===== src/rtl/msgseq_tx.sv =====
// Message sequencer: streams a MSG_LEN-byte ROM message into a txuart-style byte
// transmitter on trigger and/or period tick. Define MSGSEQ_COUNTER_EN to append a hex message count.
module msgseq_tx #(
  parameter int CLOCK_RATE_HZ = 16_000_000,
  parameter int PERIOD_CLKS   = CLOCK_RATE_HZ,
  parameter int AW            = 5,
  parameter int MSG_LEN       = 16,
  parameter     INIT_FILE     = "hello.hex"
) (
  input  logic       i_clk,
  input  logic       i_reset_n,
  input  logic       i_enable,
  input  logic       i_trigger,
  input  logic       i_busy,
  output logic       o_stb,
  output logic [7:0] o_data,
  output logic       o_active,
  output logic       o_done
);

  localparam logic [AW-1:0]   LAST_IDX    = AW'(MSG_LEN - 1);
  localparam logic [127:0]    HELLO_IMG   = "Hello, World! \n\r";
  localparam bit              BUILTIN_IMG = (INIT_FILE == "hello.hex");

  typedef enum logic [2:0] {
    S_IDLE,
    S_FETCH,
    S_SEND,
`ifdef MSGSEQ_COUNTER_EN
    S_HEX,
`endif
    S_DONE
  } state_t;

  state_t        state_q;
  logic [AW-1:0] index_q;
  logic          pending_q;
  logic          stb_q;
  logic [7:0]    data_q;
  logic          active_q;
  logic          done_q;
  logic          tick;
  logic          req;
  logic [7:0]    rom [2**AW];

  // The image is elaborated as constants; an unknown image name leaves the ROM blank.
  generate
    for (genvar gi = 0; gi < 2**AW; gi++) begin : g_rom
      if (BUILTIN_IMG && gi < 16) begin : g_img
        assign rom[gi] = HELLO_IMG[8*(15-gi) +: 8];
      end else begin : g_blank
        assign rom[gi] = 8'h00;
      end
    end
  endgenerate

  generate
    if (PERIOD_CLKS > 0) begin : g_period
      localparam logic [31:0] RELOAD = 32'(PERIOD_CLKS - 1);
      logic [31:0] period_q;
      always_ff @(posedge i_clk or negedge i_reset_n) begin
        if (!i_reset_n) begin
          period_q <= RELOAD;
        end else if (!i_enable) begin
          period_q <= RELOAD;
        end else if (period_q == 32'd0) begin
          period_q <= RELOAD;
        end else begin
          period_q <= period_q - 32'd1;
        end
      end
      assign tick = i_enable && (period_q == 32'd0);
    end else begin : g_no_period
      assign tick = 1'b0;
    end
  endgenerate

  assign req = (i_trigger || tick) && i_enable;

`ifdef MSGSEQ_COUNTER_EN
  logic [15:0] count_q;
  logic        hex_q;
  logic [1:0]  dig_q;
  logic [3:0]  nib;
  logic [7:0]  hex_char;

  // Digit 0 is the most significant nibble.
  assign nib      = count_q[{~dig_q, 2'b00} +: 4];
  assign hex_char = (nib < 4'd10) ? (8'h30 + {4'h0, nib}) : (8'h37 + {4'h0, nib});
`endif

  always_ff @(posedge i_clk or negedge i_reset_n) begin
    if (!i_reset_n) begin
      state_q   <= S_IDLE;
      index_q   <= '0;
      pending_q <= 1'b0;
      stb_q     <= 1'b0;
      data_q    <= 8'h00;
      active_q  <= 1'b0;
      done_q    <= 1'b0;
`ifdef MSGSEQ_COUNTER_EN
      count_q   <= 16'h0000;
      hex_q     <= 1'b0;
      dig_q     <= 2'd0;
`endif
    end else begin
      done_q    <= 1'b0;
      pending_q <= pending_q | req;
      case (state_q)
        S_IDLE: begin
          if (pending_q || req) begin
            pending_q <= 1'b0;
            index_q   <= '0;
            active_q  <= 1'b1;
            state_q   <= S_FETCH;
`ifdef MSGSEQ_COUNTER_EN
            hex_q     <= 1'b0;
            dig_q     <= 2'd0;
`endif
          end
        end
        S_FETCH: begin
          data_q  <= rom[index_q];
          stb_q   <= 1'b1;
          state_q <= S_SEND;
        end
`ifdef MSGSEQ_COUNTER_EN
        S_HEX: begin
          data_q  <= hex_char;
          stb_q   <= 1'b1;
          state_q <= S_SEND;
        end
`endif
        S_SEND: begin
          if (!i_busy) begin
            stb_q <= 1'b0;
`ifdef MSGSEQ_COUNTER_EN
            if (hex_q) begin
              dig_q <= dig_q + 2'd1;
              if (dig_q == 2'd3) begin
                done_q   <= 1'b1;
                active_q <= 1'b0;
                state_q  <= S_DONE;
              end else begin
                state_q  <= S_HEX;
              end
            end else begin
              index_q <= index_q + 1'b1;
              if (index_q == LAST_IDX) begin
                hex_q   <= 1'b1;
                state_q <= S_HEX;
              end else begin
                state_q <= S_FETCH;
              end
            end
`else
            // Compare the pre-increment index so MSG_LEN == 2**AW needs no extra bit.
            index_q <= index_q + 1'b1;
            if (index_q == LAST_IDX) begin
              done_q   <= 1'b1;
              active_q <= 1'b0;
              state_q  <= S_DONE;
            end else begin
              state_q  <= S_FETCH;
            end
`endif
          end
        end
        S_DONE: begin
`ifdef MSGSEQ_COUNTER_EN
          count_q <= count_q + 16'd1;
`endif
          state_q <= S_IDLE;
        end
        default: state_q <= S_IDLE;
      endcase
    end
  end

  assign o_stb    = stb_q;
  assign o_data   = data_q;
  assign o_active = active_q;
  assign o_done   = done_q;

endmodule


===== config.mk =====
export PLATFORM = sky130hd
export DESIGN_NAME = msgseq_tx
export DESIGN_NICKNAME = d
export VERILOG_FILES = /design/src/rtl/msgseq_tx.sv
export SDC_FILE = /design/constraint.sdc
export NUM_CORES = 1
export LEC_CHECK = 0
export CAP_MARGIN = 20
export CORE_UTILIZATION = 35
export DETAILED_ROUTE_END_ITERATION = 7
export PLACE_DENSITY = 0.64
export SLEW_MARGIN = 20
export SYNTH_ARGS = -nofsm -noshare
export SYNTH_HDL_FRONTEND = slang
export SYNTH_SLANG_ARGS = --single-unit

===== constraint.sdc =====
create_clock -name i_clk -period 2.5 [get_ports i_clk]
set_clock_uncertainty 0.05 [all_clocks]
set_input_delay 0.625 -clock i_clk [delete_from_list [all_inputs] [get_ports i_clk]]
set_output_delay 0.625 -clock i_clk [all_outputs]
set_load 0.05 [all_outputs]

=== Word-level counts from Yosys, hierarchy flattened ===
Memories as Yosys holds them, arrays and structs flattened. A register that Yosys moved wholly into a read port is not among the register bits.
Index checks and enable logic that the tools add are counted.

* Mux-type cells: 20
* Bitwise gates (word level): 2
* Add/subtract/negate cells: 2
* Equal/unequal tests: 6
* Reductions and logical operators: 13

{| class="wikitable"
|+ Operators with widths
! operator !! number
|-
| $mux 32 || 2
|-
| $logic_not 32->1 || 1
|-
| $sub 32x1->32 const B || 1
|-
| $mux 5 || 2
|-
| $pmux 5 s2 || 1
|-
| $mux 1 || 9
|-
| $pmux 3 s3 || 1
|-
| $mux 3 || 2
|-
| $ne 2x2->1 const B || 3
|-
| $not 5->6 || 1
|-
| $add 5x1->5 const B || 1
|-
| $eq 5x4->1 const B || 1
|-
| $pmux 1 s2 || 2
|-
| $reduce_and 2->1 || 2
|-
| $reduce_and 4->1 || 1
|-
| $reduce_bool 2->1 || 2
|-
| $eq 3x1->1 const B || 1
|-
| $eq 3x2->1 const B || 1
|-
| $logic_not 3->1 || 1
|-
| $reduce_and 3->1 || 1
|-
| $logic_and 1x1->1 || 2
|-
| $logic_or 1x1->1 || 2
|-
| $mux 2 || 1
|-
| $logic_not 1->1 || 1
|-
| $or 1x1->1 || 1
|}

* Word-level logic and storage cells: 51
* Memories: 1
* Input port bits: 5
* Output and inout bits: 11
* Bits in registers: 44
* Bits in read-only memories: 256

{| class="wikitable"
|+ Memories
! memory !! words !! bits a word !! rd ports !! clocked after memory_dff !! wr ports !! RTL line !! text
|-
| (name not given) || 32 || 8 || 1 || 1 || 0 || 123 || <nowiki>data_q <= rom[index_q];</nowiki>
|}

=== Longest topological paths before layout ===
* Word-level depth: 7
* Depth in mapped cells: 10
* Mapped depth without buffers: 7

=== Worst setup path before layout ===
No wires, ideal clock.

* Path type: register to register
* From: register g_period.period_q[16]
* To: register g_period.period_q[4]
* Path slack: -0.169 ns
* Buffers on the path: 4
* Cell stages (with the launch flop): 10
* Clock period less this slack: 2.669 ns
* Data arrival time: 2.558 ns
* Path through: dfrtp_1 > or4_4 > or4_4 > buf_6 > or4_4 > buf_6 > and2_4 > buf_6 > buf_6 > nand2_1

* Longest elaborated chain between the ends: 3

{| class="wikitable"
|+ RTL lines
! item !! RTL line !! text
|-
| start: declaration || 60 || <nowiki>logic [31:0] period_q;</nowiki>
|-
| start signal: assignment || 69 || <nowiki>period_q <= period_q - 32'd1;</nowiki>
|-
| $logic_not 32->1 || 66 || <nowiki>end else if (period_q == 32'd0) begin</nowiki>
|-
| $mux 32 || 66 ||
|-
| $mux 32 || 64 || <nowiki>end else if (!i_enable) begin</nowiki>
|}

Every way passes these cells.
A chain may end at the register's enable or synchronous reset.

=== Worst setup path after layout ===
* From: register g_period.period_q[24]
* To: register g_period.period_q[27]

* Longest elaborated chain between the ends: 3
* Elaborated cells on any way between the ends: 4

{| class="wikitable"
|+ RTL lines
! item !! RTL line
|-
| $sub 32x1->32 or $logic_not 32->1 (tied branches) || 69, 66
|-
| $mux 32 * || 66
|-
| $mux 32 * || 64
|}

Mark *: on every way between the ends. The rest lies on a longest branch, timed or not.

==> results.json <==
{
  "critPathMaxStageDelay_ns": 0.62,
  "power.density_mw_per_mm2": 802,
  "dieArea_mm2": 0.00771,
  "p_leak_uw": 0.00125,
  "multi_input_area_mm2": 0.00120,
  "clk_latency_ns": 0.30,
  "ys_types": 43,
  "ys_ff_latch": 50,
  "hold_violations": 0,
  "n_antenna_cell": 0,
  "status": "finished, final reports clean",
  "cp_data_required_time_ns": 2.64,
  "wire_per_inst_um": 12.3,
  "cp-start-kind": "flip-flop",
  "r2r-start": "g_period.period_q[24]$_DFF_PN0_",
  "ys_warn_count": 0,
  "htree_levels": 2,
  "hold_class": "in2async",
  "intPower_uw": 1530,
  "setup_viol": 0,
  "drtAntennaViolNets": 0,
  "cts.sinks": 50,
  "rr_worst_depth": 6,
  "async_flop_share": 1.00,
  "min_period_ns": 2.43,
  "nFillCells": 670,
  "fp.dieW_um": 87.8,
  "slew_viol_final": 0,
  "core_mm2": 0.00694,
  "syn_avg_cell_area_um2": 9.96,
  "max_freq_mhz": 412,
  "cts_tree": "done",
  "gr-total-overflow": 0,
  "cts_root_buf": "clkbuf_8",
  "syn_to_final_growth_pct": 16.8,
  "worstPathCellList": "or4_1 -> or3_1 -> or4_4 -> nand2_1 -> buf_12 -> nor2_1",
  "drc": 0,
  "firstDrtPassIters": 4,
  "start_util": 0.371,
  "p_switching_uw": 890,
  "gp_congestion": 0.739,
  "irDropWorstVdd_v": 0.000402,
  "syn-num-nets": 277,
  "vias": 1872,
  "cts_buffer_depth": 2,
  "p_clk_frac": 0.230,
  "clk_pin_slew_ns": 0.09,
  "cp-end-kind": "flip-flop",
  "cts_inserted_buffers": 5,
  "worst_path_max_delay_cell": "or4_4",
  "port_buffers": 14,
  "grt_pass1_wl_um": 8340,
  "synth_edf_count": 0,
  "p_comb_frac": 0.343,
  "antenna_found_initial": 0,
  "viasPerCell": 4.89,
  "rrSetupSlack_ns": 0.07,
  "grt.total_usage": 0.140,
  "rsz0062_at_grt": "false",
  "drive_gt1_frac": 0.167,
  "totalWireLength_um": 4720,
  "r2r-end": "g_period.period_q[27]$_DFF_PN0_",
  "final-seq-area_mm2": 0.00127,
  "ioPinCount": 16,
  "fin_crit_sh": 0.970,
  "swShare": 0.368,
  "pwr-share-seq": 0.426,
  "post-cts-setup-buffers": 0,
  "final_util": 0.434,
  "die_y_um": 87.8,
  "slew_headroom": 0.644,
  "ys.flop_type": "dfrtp_1",
  "timing_worst_setup_path_type": "reg2reg",
  "cp.arrival_ns": 2.56,
  "synthCells": 259,
  "dp.cells": 375,
  "dp_hpwl_um": 3490,
  "synthesis.area_mm2": 0.00258,
  "fin_cells": 383,
  "tightest_slew_ns": 0.530,
  "rows": 30,
  "synth_seq_area_share": 0.493,
  "crit_fanout": 14,
  "first_global_vias": 1763,
  "layout.nets": 304,
  "grt_start_max_net_pins": 19,
  "max-cap-violations": 0,
  "drt_iter0_drc": 92
}
[power groups by stage]
stage | registers, uW | logic, uW | clock network, uW
6_report | 1030 | 830 | 557
4_1_cts | 1030 | 838 | 578
2_1_floorplan | 1220 | 401 | 0
3_5_place_dp | 1050 | 827 | 0
5_1_grt | 1050 | 908 | 616
3_3_place_gp | 1040 | 809 | 0
[layout by cell type (no fill, tap or decap), drive strengths merged, types with 2 or more instances in the layout]
master / count
a21oi: 7
a22o: 4
and2: 3
and3: 3
buf: 17
clkbuf: 6
clkdlybuf4s50: 13
dfrtp: 34
dfstp: 16
ha: 13
inv: 10
mux2i: 2
nand2: 28
nand2b: 3
nand3: 4
nor2: 32
nor3: 9
nor4: 14
o211ai: 4
o21ai: 10
o22ai: 4
o31ai: 3
or2: 2
or3: 3
or4: 5
xnor2: 21
xor2: 3
[stage by stage]
step,instance area (um2),worst slack (ns),TNS [ns],power (uW),hold WS [ns]
after floorplan,2580,-0.159,-3.36,1620,0.279
after global placement,2890,0.0112,0,1850,0.402
after detailed placement,2890,-0.0159,-0.0559,1870,0.403
after CTS,3010,0.0227,0,2450,0.173
after global routing,3010,0.00136,0,2570,0.183
final,3010,0.0745,0,2420,0.172
[synth_stat cells, types with 7 or more instances]
library cell	n	share of area
nor3_1	9	0.017
nor2_1	32	0.047
ha_1	13	0.063
a21oi_1	7	0.014
o21ai_0	9	0.017
nor4_1	14	0.034
inv_1	10	0.015
dfrtp_1	34	0.33
nand2_1	28	0.041
xnor2_1	21	0.071
dfstp_2	16	0.16
[critical path: cells and delay by family, from the launching register on]
family	cells	cell delay (ns)
and+or+nand+nor	5	1.72
DFF	1	0.39
buffers and inverters	1	0.14
[state kept, by name, indices dropped and copies added, names as in the netlist]
register / flops
pending_q: 1
o_stb: 1
index_q: 5
state_q: 2
o_done: 1
o_active: 1
o_data: 7
g_period.period_q: 32
[how the worst max path moves through the flow]
stage | slack (ns) | cells past startpoint | to | start
after global placement | 0.01 | 5 | index_q[4]$_DFFE_PN0P_ | g_period.period_q[17]$_DFF_PN0_
after global routing | 0.001 | 7 | g_period.period_q[29]$_DFF_PN0_ | g_period.period_q[17]$_DFF_PN0_
after detailed placement | -0.02 | 5 | index_q[2]$_DFFE_PN0P_ | g_period.period_q[17]$_DFF_PN0_
after floorplan | -0.16 | 9 | g_period.period_q[4]$_DFF_PN1_ | g_period.period_q[17]$_DFF_PN0_
final | 0.07 | 6 | g_period.period_q[27]$_DFF_PN0_ | g_period.period_q[24]$_DFF_PN0_
after CTS | 0.02 | 5 | index_q[2]$_DFFE_PN0P_ | g_period.period_q[17]$_DFF_PN0_
[routing by layer]
metal | global-route usage | routed length (um) | up-vias | part of all wire
li1 | - | - | 953 | -
met1 | 0.198 | 2420 | 883 | 0.51
met2 | 0.209 | 2090 | 30 | 0.44
met3 | 0.0264 | 129 | 6 | 0.027
met4 | 0.0581 | 85 | 0 | 0.018
met5 | 0 | 0 | - | 0
[area by class of cell]
type | instances | share of cell area
Multi-Input combinational cell | 188 | 0.399
Sequential cell | 50 | 0.422
Inverter | 11 | 0.0137
Clock inverter | 2 | 0.0125
Tap cell | 96 | 0.0399
Timing Repair Buffer | 30 | 0.0889
Clock buffer | 6 | 0.0241
[kinds of logic after synthesis]
logic type	after synthesis	share of synthesized area
AOI/OAI and AO/OA	37	0.0941
adders and majority gates	13	0.0631
muxes	2	0.00776
other	1	0.00145
DFF	50	0.493
buffers and inverters	21	0.0441
and+or+nand+nor	111	0.215
xor gates and xnor gates	24	0.0815
[repair_timing]
action | in CTS | in global routing
resized for setup | 1 | 0
endpoints found under the hold margin | 0 | 0
hold buffers | 0 | 0
pin swaps | 0 | 3
endpoints found under the setup margin | 5 | 27
(Power assumes the default switching activity.)
